### config.mk
export PLATFORM = sky130hd
export DESIGN_NAME = jtag_tap_driver
export DESIGN_NICKNAME = d
export VERILOG_FILES = /design/src/rtl/jtag_tap_driver.sv
export SDC_FILE = /design/constraint.sdc
export NUM_CORES = 1
export LEC_CHECK = 0
export CELL_PAD_IN_SITES_DETAIL_PLACEMENT = 1
export CELL_PAD_IN_SITES_GLOBAL_PLACEMENT = 1
export CORE_MARGIN = 5
export CORE_UTILIZATION = 40
export CTS_BUF_LIST = sky130_fd_sc_hd__clkbuf_4 sky130_fd_sc_hd__clkbuf_8 sky130_fd_sc_hd__clkbuf_16
export CTS_CLUSTER_SIZE = 25
export DETAILED_ROUTE_END_ITERATION = 16
export PLACE_DENSITY_LB_ADDON = 0.1
export SYNTH_ARGS = -nofsm -noshare
export SYNTH_HDL_FRONTEND = slang
export SYNTH_SLANG_ARGS = --single-unit
### constraint.sdc
create_clock -name clk -period 4 [get_ports clk]
set_input_delay 0.8 -clock clk [delete_from_list [all_inputs] [get_ports clk]]
set_output_delay 0.8 -clock clk [all_outputs]
set_load 0.01 [all_outputs]
### src/rtl/jtag_tap_driver.sv
// Command-driven JTAG master: walks a 1149.1 TAP through reset, IR/DR scans and idle runs.
// Define JTAG_DRV_STATE_OBS_EN to expose the mirrored TAP state on the tap_state port.
module jtag_tap_driver #(
  parameter int DATA_W = 32,
  parameter int LEN_W  = 6
) (
  input  logic              clk,
  input  logic              TRST,
  input  logic              cmd_valid,
  output logic              cmd_ready,
  input  logic [1:0]        cmd_op,
  input  logic [LEN_W-1:0]  cmd_len,
  input  logic [DATA_W-1:0] cmd_data,
  output logic              rsp_valid,
  output logic [DATA_W-1:0] rsp_data,
  output logic              busy,
  output logic              TCK,
  output logic              TMS,
  output logic              TDI,
  input  logic              TDO
`ifdef JTAG_DRV_STATE_OBS_EN
  ,
  output logic [3:0]        tap_state
`endif
);

  typedef enum logic [2:0] {S_IDLE, S_SETUP, S_PRE, S_SHIFT, S_POST, S_DONE} drv_state_t;

  localparam logic [1:0] OP_RESET = 2'b00;
  localparam logic [1:0] OP_IR    = 2'b01;
  localparam logic [1:0] OP_DR    = 2'b10;

  localparam logic [3:0] ST_TLR   = 4'h0, ST_RTI   = 4'h1, ST_SELDR = 4'h2, ST_CAPDR = 4'h3;
  localparam logic [3:0] ST_SHDR  = 4'h4, ST_EX1DR = 4'h5, ST_PSDR  = 4'h6, ST_EX2DR = 4'h7;
  localparam logic [3:0] ST_UPDR  = 4'h8, ST_SELIR = 4'h9, ST_CAPIR = 4'hA, ST_SHIR  = 4'hB;
  localparam logic [3:0] ST_EX1IR = 4'hC, ST_PSIR  = 4'hD, ST_EX2IR = 4'hE, ST_UPIR  = 4'hF;

  localparam logic [LEN_W-1:0] LEN_MAX = LEN_W'(DATA_W);

  function automatic logic [3:0] tap_next(input logic [3:0] s, input logic tms);
    logic [3:0] n;
    case (s)
      ST_TLR:   n = tms ? ST_TLR   : ST_RTI;
      ST_RTI:   n = tms ? ST_SELDR : ST_RTI;
      ST_SELDR: n = tms ? ST_SELIR : ST_CAPDR;
      ST_CAPDR: n = tms ? ST_EX1DR : ST_SHDR;
      ST_SHDR:  n = tms ? ST_EX1DR : ST_SHDR;
      ST_EX1DR: n = tms ? ST_UPDR  : ST_PSDR;
      ST_PSDR:  n = tms ? ST_EX2DR : ST_PSDR;
      ST_EX2DR: n = tms ? ST_UPDR  : ST_SHDR;
      ST_UPDR:  n = tms ? ST_SELDR : ST_RTI;
      ST_SELIR: n = tms ? ST_TLR   : ST_CAPIR;
      ST_CAPIR: n = tms ? ST_EX1IR : ST_SHIR;
      ST_SHIR:  n = tms ? ST_EX1IR : ST_SHIR;
      ST_EX1IR: n = tms ? ST_UPIR  : ST_PSIR;
      ST_PSIR:  n = tms ? ST_EX2IR : ST_PSIR;
      ST_EX2IR: n = tms ? ST_UPIR  : ST_SHIR;
      default:  n = tms ? ST_SELDR : ST_RTI;
    endcase
    return n;
  endfunction

  drv_state_t         state_q, state_d;
  logic               phase_q, phase_d;
  logic [1:0]         op_q, op_d;
  logic [6:0]         pre_pat_q, pre_pat_d;
  logic [2:0]         pre_cnt_q, pre_cnt_d;
  logic [LEN_W-1:0]   sh_left_q, sh_left_d;
  logic [1:0]         post_left_q, post_left_d;
  logic [DATA_W-1:0]  data_q, data_d;
  logic [DATA_W-1:0]  cap_q, cap_d;
  logic [DATA_W-1:0]  mask_q, mask_d;
  logic               tck_q, tck_d;
  logic               tms_q, tms_d;
  logic               tdi_q, tdi_d;
  logic [3:0]         tap_q, tap_d;
  logic               ready_q, ready_d;
  logic               rsp_valid_q, rsp_valid_d;
  logic [DATA_W-1:0]  rsp_data_q, rsp_data_d;
  logic               is_scan;
  logic               new_scan;
  logic [LEN_W-1:0]   len_cl;

  always_comb begin
    state_d     = state_q;
    phase_d     = phase_q;
    op_d        = op_q;
    pre_pat_d   = pre_pat_q;
    pre_cnt_d   = pre_cnt_q;
    sh_left_d   = sh_left_q;
    post_left_d = post_left_q;
    data_d      = data_q;
    cap_d       = cap_q;
    mask_d      = mask_q;
    tck_d       = tck_q;
    tms_d       = tms_q;
    tdi_d       = tdi_q;
    tap_d       = tap_q;
    rsp_valid_d = 1'b0;
    rsp_data_d  = rsp_data_q;
    is_scan     = (op_q == OP_IR) || (op_q == OP_DR);
    new_scan    = (cmd_op == OP_IR) || (cmd_op == OP_DR);
    len_cl      = (cmd_len > LEN_MAX) ? LEN_MAX : cmd_len;

    case (state_q)
      S_IDLE: begin
        if (cmd_valid) begin
          state_d     = S_SETUP;
          phase_d     = 1'b0;
          op_d        = cmd_op;
          data_d      = cmd_data;
          cap_d       = '0;
          mask_d      = DATA_W'(1);
          sh_left_d   = (cmd_op == OP_RESET) ? '0 : len_cl;
          post_left_d = (new_scan && (len_cl != '0)) ? 2'd2 : 2'd0;
          // Navigation TMS bits, LSB is sent first
          case (cmd_op)
            OP_RESET: begin pre_pat_d = 7'b0011111; pre_cnt_d = 3'd6; end
            OP_DR:    begin pre_pat_d = 7'b0000001; pre_cnt_d = 3'd3; end
            OP_IR:    begin pre_pat_d = 7'b0000011; pre_cnt_d = 3'd4; end
            default:  begin pre_pat_d = 7'b0000000; pre_cnt_d = 3'd0; end
          endcase
          if (cmd_op != OP_RESET) begin
            if (len_cl == '0) begin
              pre_cnt_d = 3'd0;
            end else if (tap_q == ST_TLR) begin
              pre_pat_d = pre_pat_d << 1;
              pre_cnt_d = pre_cnt_d + 3'd1;
            end
          end
        end
      end
      S_DONE: state_d = S_IDLE;
      default: begin
        if ((state_q != S_SETUP) && !phase_q) begin
          // End of phase L: TCK rises, target and mirror step, TDO is captured
          tck_d   = 1'b1;
          phase_d = 1'b1;
          tap_d   = tap_next(tap_q, tms_q);
          if ((state_q == S_SHIFT) && is_scan) begin
            if (TDO) cap_d = cap_q | mask_q;
            mask_d = mask_q << 1;
          end
        end else begin
          tck_d   = 1'b0;
          phase_d = 1'b0;
          if (pre_cnt_q != 3'd0) begin
            state_d   = S_PRE;
            tms_d     = pre_pat_q[0];
            tdi_d     = 1'b0;
            pre_pat_d = pre_pat_q >> 1;
            pre_cnt_d = pre_cnt_q - 3'd1;
          end else if (sh_left_q != '0) begin
            state_d   = S_SHIFT;
            tms_d     = is_scan && (sh_left_q == LEN_W'(1));
            tdi_d     = is_scan && data_q[0];
            data_d    = data_q >> 1;
            sh_left_d = sh_left_q - LEN_W'(1);
          end else if (post_left_q != 2'd0) begin
            state_d     = S_POST;
            tms_d       = post_left_q[1];
            tdi_d       = 1'b0;
            post_left_d = post_left_q - 2'd1;
          end else begin
            state_d     = S_DONE;
            rsp_valid_d = 1'b1;
            rsp_data_d  = cap_q;
          end
        end
      end
    endcase

    ready_d = (state_d == S_IDLE);
  end

  always_ff @(posedge clk) begin
    if (TRST) begin
      state_q     <= S_IDLE;
      phase_q     <= 1'b0;
      op_q        <= OP_RESET;
      pre_pat_q   <= '0;
      pre_cnt_q   <= '0;
      sh_left_q   <= '0;
      post_left_q <= '0;
      tck_q       <= 1'b0;
      tms_q       <= 1'b1;
      tdi_q       <= 1'b0;
      tap_q       <= ST_TLR;
      ready_q     <= 1'b1;
      rsp_valid_q <= 1'b0;
      rsp_data_q  <= '0;
    end else begin
      state_q     <= state_d;
      phase_q     <= phase_d;
      op_q        <= op_d;
      pre_pat_q   <= pre_pat_d;
      pre_cnt_q   <= pre_cnt_d;
      sh_left_q   <= sh_left_d;
      post_left_q <= post_left_d;
      tck_q       <= tck_d;
      tms_q       <= tms_d;
      tdi_q       <= tdi_d;
      tap_q       <= tap_d;
      ready_q     <= ready_d;
      rsp_valid_q <= rsp_valid_d;
      rsp_data_q  <= rsp_data_d;
    end
    data_q <= data_d;
    cap_q  <= cap_d;
    mask_q <= mask_d;
  end

  assign cmd_ready = ready_q;
  assign busy      = ~ready_q;
  assign rsp_valid = rsp_valid_q;
  assign rsp_data  = rsp_data_q;
  assign TCK       = tck_q;
  assign TMS       = tms_q;
  assign TDI       = tdi_q;
`ifdef JTAG_DRV_STATE_OBS_EN
  assign tap_state = tap_q;
`endif

endmodule
; Word level (Yosys, flattened, before mapping)
; Cells that the tools add are included.
[word_totals]
regBits = 161
latchBits = 0
ram_bits = 0
mem_bits_ro = 0
inputBits = 44
output_inout_bits = 38
wordCells = 168
memories = 0
[classes]
addsub = 4
mul = 0
div = 0
n_lt_le_gt_ge = 1
n_eq_ne = 24
n_shift = 0
muxes = 75
bitwise_logic = 8
n_reduce_logical = 39
[ops]
columns = op, count
row1 = 2-to-1 mux 32 bit, 11
row2 = case mux 32 bit (2 select lines), 3
row3 = case mux 4 bit (11 select lines), 1
row4 = 2-to-1 mux 3 bit, 14
row5 = 2-to-1 mux 7 bit, 6
row6 = 2-to-1 mux 6 bit, 6
row7 = OR 32 bit, 1
row8 = == test 4 bit (second input constant), 6
row9 = 2-to-1 mux 2 bit, 9
row10 = == test 4 x 3 -> 1 bit (second input constant), 4
row11 = 2-to-1 mux 4 bit, 4
row12 = nonzero test 2 bit, 8
row13 = case mux 5 bit (3 select lines), 1
row14 = AND reduction 5 bit, 3
row15 = case mux 7 bit (2 select lines), 1
row16 = 2-to-1 mux 1 bit, 13
row17 = case mux 3 bit (2 select lines), 2
row18 = case mux 6 bit (2 select lines), 1
row19 = nonzero test 6 bit, 2
row20 = case mux 3 bit (3 select lines), 1
row21 = == test 4 x 2 -> 1 bit (second input constant), 2
row22 = AND reduction 4 bit, 2
row23 = inverter 1 bit, 7
row24 = == test 6 x 1 -> 1 bit (second input constant), 1
row25 = other kinds (27), 42

; Longest topological paths before layout
; Gate-level depths: netlist of the first run.
[logic_depth]
depth_word = 10
depth_mapped = 9
depth_no_buf = 7

; Worst setup path after synthesis of the first run
; No wires, ideal clock.
[synth_path]
path_type = in2reg
start = input cmd_valid
end = register cap_q[0], enable pin
setup_ns = 0.391
arrival_ns = 3.841
t_required_ns = 3.609
path_slack_ns = -0.232
stages = 3
path_buffers = 0
path_cell_list = or3b_2 a21oi_1 o21a_1
[synth_via]
elab_chain_cells = 2
[synth_rtl]
columns = element, line
row1 = start: declaration, 9  ; input logic cmd_valid,
row2 = != test 2 bit (no source line), --
row3 = AND reduction 5 bit (no source line), --
row4 = end signal: assignment, 209  ; cap_q <= cap_d;
row5 = end: declaration, 71  ; logic [DATA_W-1:0] cap_q, cap_d;
; No other way between the ends.
; A chain may end at the register's enable or synchronous reset.

; Final worst setup path of the first run
[layout_path]
start = register state_q[2]
end = register post_left_q[1]
[layout_via]
elab_chain_cells = 4
word_cells_on_any_way = 12
cone_classes = 6 x eq/ne / 1 x mux / 1 x bitwise / 4 x reduce/logical
[layout_rtl]
columns = element, line
row1 = start: declaration, 63  ; drv_state_t state_q, state_d;
row2 = start signal: assignment, 193  ; state_q <= state_d;
row3 = != test 3 x 1 -> 1 bit, 135  ; if ((state_q != S_SETUP) && !phase_q) begin
row4 = logical AND 1 bit, 135
row5 = != test 2 x 1 -> 1 bit (no source line), --
row6 = AND reduction 6 bit (no source line), --
row7 = end signal: assignment, 199  ; post_left_q <= post_left_d;
row8 = end: declaration, 69  ; logic [1:0] post_left_q, post_left_d;
; Several ways; a longest one is shown, not always the timed one.

==> reports/results.txt, run 1 <==
Hold Fails Final Rpt: 0
Worst slew margin: 48.6%
Starting Density: 40.5%
Flop pwr share: 42.0%
H-tree levels: 4
startpoint of the worst hold path: pre_pat_q[5]
final net count: 801
Synth-to-Final Area Change: 22.3%
Inserted Clock Buffers: 17
Worst R2R Start: state_q[2]
DR vias: 5043
die area: 20200 um2
clock sinks: 160
compound-cell area share of the yosys netlist: 8.47%
Resized Gates After CTS: 0
DIE WIDTH: 142 um
Power, Total: 7.69 mW
Reg2Reg Setup Slack: 1.28 ns
Port Buffers: 81
Critical Path Source: state_q[2]
Hold Crit Class: register to register
CP endpoint kind: register
GRT overflow: 0
Max-Cap Viols: 0
Final Non-Filler Cells: 984
Row Count: 48
peak supply drop: 362 uV
post-route cell area: 8550 um2
setup_tns: 0 ns
kind of critical path: register to register
post-synthesis sequential area ratio: 59.6%
period utilization: 68.0%
Arrival @ worst endpoint: 3.03 ns
Syn Area/Cell: 10.3 um2
Post-Synth Adder-Cell Area: 1.97%
Yosys top cell area share: 41.2%
Die H: 142 um
Yosys warning total: 0
CP Capture Point: post_left_q[1]
clock slew at reported path FFs: 0.06 ns
I/O pin total: 82
placed cell area: 7950 um2
ANT nets after route: 0
Req. time, crit path: 4.31 ns
Synth Register Bits: 160
Post-CTS Setup Repair Bufs: 0
Synth cell types: 60
CTS root buf: clkbuf_16
leading area contributor after synthesis: edfxtp_1
clock power share: 21.1%
reg-to-reg endpoint: post_left_q[1]
Placed Instances: 952
async set or reset register ratio after synthesis: 0%
Combinational Power Share: 36.9%
combinational family with the most area after synthesis: simple AND/OR/NAND/NOR gates
post-synthesis mux area share: 5.91%
cell internal pwr: 4.84 mW
R2R cell count: 7
first-pass iteration count of the detailed router: 4
status: complete, no violations
sw power: 2.84 mW
initial antenna violation count: 0
Clock Tree Buf Depth: 2
Clock Skew: 0.00544 ns
DRT Wirelength: 15700 um
largest net degree at the start of global routing: 51
post-DR vias/cell: 5.13
WHS: 0.467 ns
Mapped Area: 6990 um2
number of enable flip-flop cells after synthesis: 96
Post-Synth Simple-Gate Area: 19.9%
# DRC: 0
ANT cells: 0
initial DRC count: 219
CP Max Fanout: 30
crit path time final: 2.72 ns
Primary FF master, synth: edfxtp_1
Core ar.: 17200 um2
Mapped Nets: 732
CTS hold repair buffers: 0
Tot GR Track Use: 16.0%
first-pass GRT wire length: 26000 um
share of cells above drive strength 1: 7.38%
fmax: 368 MHz
routability cong.: 0.789
worst slew pin tran: 0.764 ns
switching part of the total: 37.0%
Mapped Cells: 677
wire per inst: 15.9 um
Worst-Skew Late Latency: 0.42 ns
placed wire-length estimate: 10700 um
Synth Area in XOR/XNOR: 0.376%
CTS tree: built
Power Density: 899 nW/um2
Leakage: 3.23 nW
RSZ-0062 raised after global routing: no
Startpoint Class: register
vias in the first global route: 5237
Synth area leaders: edfxtp_1 (41%), dfxtp_1 (18%), nor2_1 (6.9%), nand2_1 (6.1%), mux2i_1 (5.6%)
Final Max Slew Viols: 0
Setup violations, final: 0
==> stage by stage <==
step | util, % | worst slack [ns]
after floorplan | - | 0.486
after detailed placement | 46.1 | 0.898
after CTS | 49.6 | 1.25
after global routing | 49.6 | 1.08
final | 49.6 | 1.28
after global placement | 46.1 | 0.923
==> synth_stat cells, types with 2 or more instances <==
cell	n
nor2_1	129
nand2_1	113
edfxtp_1	96
dfxtp_1	64
mux2i_1	39
a21oi_1	34
and2_1	32
clkbuf_1	24
inv_1	16
ha_1	11
o21ai_0	11
nand2b_1	9
nand3_1	9
a211oi_1	5
buf_1	5
or3_1	5
buf_2	4
nor2b_1	4
a2111oi_0	3
a21o_1	3
a31oi_1	3
buf_6	3
dlygate4sd3_1	3
nand3b_1	3
nor3_1	3
o32ai_1	3
xor2_1	3
a32oi_1	2
mux2_2	2
nor4_1	2
o211ai_1	2
o21ba_2	2
o21bai_1	2
or2_2	2
==> layout make-up <==
cell class,instances,area (um2)
timing repair buffer,90,873
tap,225,282
inverter,17,63.8
clock inverter,7,73.8
multi-input combinational,460,2570
sequential,160,4160
fill,1882,8690
clock buffer,25,522
==> worst max-delay path, cell delays in order (launching register included) <==
cell and delay, ns:
dfxtp_1 0.42, or3_2 0.74, inv_2 0.48, buf_4 0.39, nor2_1 0.07, a31oi_1 0.15
nor2_1 0.06, mux2_2 0.27
==> state kept, by name, summed over array words and instances (netlist names), 2 cells and up <==
| signal | count |
|---|---|
| state_q | 3 |
| pre_cnt_q | 3 |
| sh_left_q | 6 |
| data_q | 32 |
| cap_q | 32 |
| tap_q | 4 |
| post_left_q | 2 |
| op_q | 2 |
| rsp_data | 32 |
| mask_q | 32 |
| pre_pat_q | 6 |
==> cell usage in the layout, fill, tap and decap left out, drive strengths merged, types with 3 or more instances in the layout <==
master         count
nor2             129
nand2            113
edfxtp            96
clkdlybuf4s50     80
dfxtp             64
mux2i             39
a21oi             35
and2              32
clkbuf            25
inv               19
o21ai             11
ha                11
buf               10
nand2b             9
nand3              9
a211oi             5
or3                5
nor2b              4
clkinv             4
o32ai              3
nand3b             3
xor2               3
a31oi              3
nor3               3
a2111oi            3
a21o               3
==> worst min path at each step <==
stage              endpoint  cells after the start
2_1_floorplan  pre_pat_q[5]                      2
3_3_place_gp   pre_pat_q[5]                      2
3_5_place_dp   pre_pat_q[5]                      2
4_1_cts        pre_pat_q[5]                      2
5_1_grt        pre_pat_q[5]                      2
6_report       pre_pat_q[5]                      2
==> per-layer routing <==
| metal | up-vias | track usage (%) | routed length, um |
|---|---|---|---|
| met1 | 2505 | 20.9 | 7430 |
| met4 | 0 | 5.30 | 220 |
| met5 | - | 0 | 0 |
| li1 | 2451 | - | - |
| met2 | 66 | 26.6 | 7600 |
| met3 | 21 | 3.13 | 398 |
==> logic make-up after synthesis <==
kind of cell,count (synthesis)
compound gates,87
fa+ha+maj,11
xor+xnor,3
buf+inv,57
flops,160
mux,41
simple gates,318
==> power by group through the flow <==
stage / clock [mW] / combinational, mW / sequential (mW)
floorplan: 0 / 2.10 / 3.10
global placement: 0 / 2.74 / 3.23
detailed placement: 0 / 2.88 / 3.27
CTS: 1.66 / 2.90 / 3.24
global route: 1.72 / 3.22 / 3.32
finish: 1.62 / 2.84 / 3.23
(Power assumes the default switching activity.)
==> run 2: changes to the inputs <==
==> constraint.sdc (replaced) <==
create_clock -name clk -period 2.35 [get_ports clk]
set_input_delay 0.47 -clock clk [delete_from_list [all_inputs] [get_ports clk]]
set_output_delay 0.47 -clock clk [all_outputs]
set_load 0.01 [all_outputs]
==> reports/results.txt, run 2 (synthesis gave the netlist of run 1 again) <==
# fillers: 1868
clock slew at reported path FFs: 0.06 ns
initial antenna violation count: 0
Row Count: 48
Final Max Slew Viols: 0
Power Density: 1560 nW/um2
largest stage delay on the critical path: 0.50 ns
Placed Instances: 979
ANT nets after route: 0
CTS root buf: clkbuf_16
most frequent cells in the layout: nor2_1 (129), nand2_1 (113), edfxtp_1 (96), clkdlybuf4s50_1 (80), dfxtp_1 (64)
DIE WIDTH: 142 um
placed cell area: 8290 um2
die area: 20200 um2
placed wire-length estimate: 11700 um
Core ar.: 17200 um2
largest net degree at the start of global routing: 49
period utilization: 93.9%
Worst slew margin: 56.4%
setup_tns: 0 ns
Hold Fails Final Rpt: 0
Port Buffers: 81
Leakage: 3.38 nW
Req. time, crit path: 2.66 ns
Critical Path Source: sh_left_q[3]
R2R cell count: 6
Clock Skew: 0.00808 ns
Arrival @ worst endpoint: 2.52 ns
Synth-to-Final Area Change: 26.5%
Die H: 142 um
Post-CTS Setup Repair Bufs: 0
CTS tree: built
routability cong.: 0.788
Tot GR Track Use: 17.0%
Worst path slowest cell: or3_1
Resized Gates After CTS: 0
Worst-Skew Late Latency: 0.42 ns
peak supply drop: 627 uV
Max-Cap Viols: 0
critical path cell sequence: or3_1, or4_4, a21oi_4, buf_12, mux2i_1, nor2_1
Reg2Reg Setup Slack: 0.14 ns
Startpoint Class: register
post-DR vias/cell: 5.03
ANT cells: 0
fmax: 453 MHz
CP endpoint kind: register
Worst R2R Start: sh_left_q[3]
CP Buf/Inv Count: 1
vias in the first global route: 5519
GRT overflow: 0
DRT Wirelength: 16600 um
post-route cell area: 8840 um2
status: complete, no violations
clock sinks: 160
Setup violations, final: 0
reg-to-reg endpoint: rsp_data[14]
Hold Crit Class: register to register
H-tree levels: 4
share of cells above drive strength 1: 10.7%
Post-Place Worst Slack: 0.0108 ns
# DRC: 0
Clock Tree Buf Depth: 2
CP Capture Point: rsp_data[14]
DR vias: 5086
stages on the worst setup path: 6
worst slew pin tran: 0.647 ns
first-pass iteration count of the detailed router: 5
Starting Density: 40.5%
CTS hold repair buffers: 0
kind of critical path: register to register
initial DRC count: 297
Final Non-Filler Cells: 1011
RSZ-0062 raised after global routing: no
wire per inst: 16.4 um
most common cell after layout, fill and taps aside: nor2_1
first-pass GRT wire length: 27200 um
CP Max Fanout: 33
final net count: 828
crit-path leading delay family: simple AND/OR/NAND/NOR gates
Inserted Clock Buffers: 17
crit path time final: 2.21 ns
I/O pin total: 82
worst setup margin: 0.143 ns
==> run 2: worst reg2reg max path: stages, from the launching register on <==
cell     delay (ns)
dfxtp_1        0.37
or3_1          0.50
or4_4          0.48
a21oi_4        0.16
buf_12         0.26
mux2i_1        0.27
nor2_1         0.05
==> run 2: worst min path at each step <==
stage / start / end / slack [ns] / depth (start not counted)
after floorplan: pre_pat_q[5] / pre_pat_q[5] / 0.43 / 2
after global placement: pre_pat_q[5] / pre_pat_q[5] / 0.44 / 2
after detailed placement: pre_pat_q[5] / pre_pat_q[5] / 0.46 / 2
after CTS: pre_pat_q[5] / pre_pat_q[5] / 0.47 / 2
after global routing: pre_pat_q[5] / pre_pat_q[5] / 0.48 / 2
final: pre_pat_q[5] / pre_pat_q[5] / 0.47 / 2
==> run 2: power breakdown <==
part	leakage [nW]	internal (mW)	switching (mW)
clock network	0.277	1.40	1.20
logic	1.65	2.43	3.31
registers	1.46	4.81	0.652
total	3.38	8.64	5.15
==> run 2: layer usage <==
layer / global-route usage [%] / wire length [um] / share of wire [%] / up-vias
li1: - / - / - / 2517
met1: 21.1 / 7310 / 44 / 2471
met5: 0 / 0 / 0 / -
met2: 29.4 / 8510 / 51 / 79
met4: 5.76 / 206 / 1.2 / 0
met3: 3.53 / 542 / 3.3 / 19
==> run 2: stage by stage <==
step | util (%) | total power, mW | hold WS, ns
floorplan | - | 8.88 | 0.432
global placement | 48.1 | 11.0 | 0.443
detailed placement | 48.1 | 11.3 | 0.462
CTS | 51.3 | 14.0 | 0.467
global route | 51.3 | 14.8 | 0.483
finish | 51.3 | 13.8 | 0.467
==> run 2: cell type report <==
cell class	count	area, um2	area share [%]
clock buffer	18	433	4.90
tap	225	282	3.18
inverter	17	63.8	0.722
multi-input combinational	460	2580	29.2
clock inverter	14	119	1.34
sequential	160	4160	47.1
timing repair buffer	117	1200	13.6
==> run 3: changes to the inputs <==
--- a/config.mk
+++ b/config.mk
@@ -7,7 +7,7 @@
 export LEC_CHECK = 0
 export CELL_PAD_IN_SITES_DETAIL_PLACEMENT = 1
 export CELL_PAD_IN_SITES_GLOBAL_PLACEMENT = 1
-export CORE_MARGIN = 5
+export CORE_MARGIN = 10
 export CORE_UTILIZATION = 40
 export CTS_BUF_LIST = sky130_fd_sc_hd__clkbuf_4 sky130_fd_sc_hd__clkbuf_8 sky130_fd_sc_hd__clkbuf_16
 export CTS_CLUSTER_SIZE = 25
==> reports/results.txt, run 3 (synthesis gave the netlist of run 1 again) <==
placed cell area: 8240 um2
Row Count: 48
Inserted Clock Buffers: 17
Core ar.: 17200 um2
first-pass iteration count of the detailed router: 4
share of cells above drive strength 1: 10.6%
wire per inst: 16.9 um
Hold Crit Class: input pin to register
kind of critical path: register to register
Final Max Slew Viols: 0
peak supply drop: 770 uV
CTS tree: built
largest stage delay on the critical path: 0.49 ns
Resized Gates After CTS: 0
Starting Density: 40.5%
RSZ-0062 raised after global routing: no
Util after Layout: 51.3%
DIE WIDTH: 152 um
status: complete, no violations
worst slew pin tran: 0.640 ns
WHS: 0.454 ns
Tot GR Track Use: 14.8%
switching part of the total: 36.6%
largest net degree at the start of global routing: 61
Hold Fails Final Rpt: 0
Leakage: 3.38 nW
Power Density: 1560 nW/um2
I/O pin total: 82
Worst path slowest cell: or3_1
# DRC: 0
initial DRC count: 219
crit-path leading delay family: simple AND/OR/NAND/NOR gates
ANT nets after route: 0
H-tree levels: 4
clock sinks: 160
Max-Cap Viols: 0
Worst-Skew Late Latency: 0.42 ns
clock slew at reported path FFs: 0.07 ns
vias in the first global route: 5661
CP endpoint kind: register
ANT cells: 0
most frequent cells in the layout: nor2_1 (129), nand2_1 (113), edfxtp_1 (96), clkdlybuf4s50_1 (80), dfxtp_1 (64)
DR vias: 5175
first-pass GRT wire length: 28500 um
Setup violations, final: 0
Req. time, crit path: 2.65 ns
Arrival @ worst endpoint: 2.51 ns
cell internal pwr: 8.76 mW
Final Non-Filler Cells: 1009
post-route cell area: 8840 um2
Post-CTS Setup Repair Bufs: 0
CTS root buf: clkbuf_16
Port Buffers: 81
placed wire-length estimate: 11700 um
Synth-to-Final Area Change: 26.5%
Worst slew margin: 56.2%
routability cong.: 0.779
crit path time final: 2.20 ns
Die H: 152 um
clock power share: 20.1%
die area: 23200 um2
Placed Instances: 977
Flop pwr share: 39.6%
initial antenna violation count: 0
Combinational Power Share: 40.4%
Clock Tree Buf Depth: 2
Clock Skew: 0.00975 ns
GRT overflow: 0
final net count: 826
CTS hold repair buffers: 0
post-DR vias/cell: 5.13
sw power: 5.06 mW
DRT Wirelength: 17000 um
period utilization: 93.8%
critical path cell sequence: or3_1, or4_4, a21oi_4, buf_12, mux2i_1, nor2_1
CP Buf/Inv Count: 1
fmax: 454 MHz
Startpoint Class: register
CP Max Fanout: 33
most common cell after layout, fill and taps aside: nor2_1
run 3: per-stage QoR:
stage          power (mW)  worst slack, ns  setup TNS (ns)
3_3_place_gp         10.8          -0.0222         -0.0241
3_5_place_dp         11.1          -0.0553          -0.582
6_report             13.8            0.146               0
4_1_cts              14.0            0.124               0
2_1_floorplan        8.88           0.0143               0
5_1_grt              14.9           0.0240               0
run 3: path summary, 6_finish.rpt:
| kind | start | slack, ns | cells after the start | to |
|---|---|---|---|---|
| setup / recovery | sh_left_q[3] | 0.15 | 6 | rsp_data[11] |
| hold / removal | TRST | 0.45 | 2 | tap_q[1] |
| setup reg to reg | sh_left_q[3] | 0.15 | 6 | rsp_data[11] |
| hold reg to reg | pre_pat_q[5] | 0.49 | 2 | pre_pat_q[5] |
run 3: power by group through the flow:
stage          clock (mW)  combinational, mW  sequential, mW
2_1_floorplan           0               3.61            5.27
3_3_place_gp            0               5.33            5.47
3_5_place_dp            0               5.62            5.52
4_1_cts              2.84               5.69            5.49
5_1_grt              2.96               6.30            5.63
6_report             2.77               5.58            5.47
run 3: final cells by class:
class	count	area, um2
Tap cell	225	282
Multi-Input combinational cell	460	2580
Clock buffer	22	504
Timing Repair Buffer	115	1150
Clock inverter	10	96.3
Fill cell	1845	8400
Inverter	17	63.8
Sequential cell	160	4160
run 3: metal layers:
| metal | global-route usage [%] | share of wire (%) | up-vias |
|---|---|---|---|
| met5 | 0 | 0 | - |
| met4 | 5.64 | 1.5 | 0 |
| met3 | 3.61 | 3.8 | 24 |
| met2 | 25.2 | 50 | 85 |
| met1 | 17.5 | 45 | 2559 |
| li1 | - | - | 2507 |
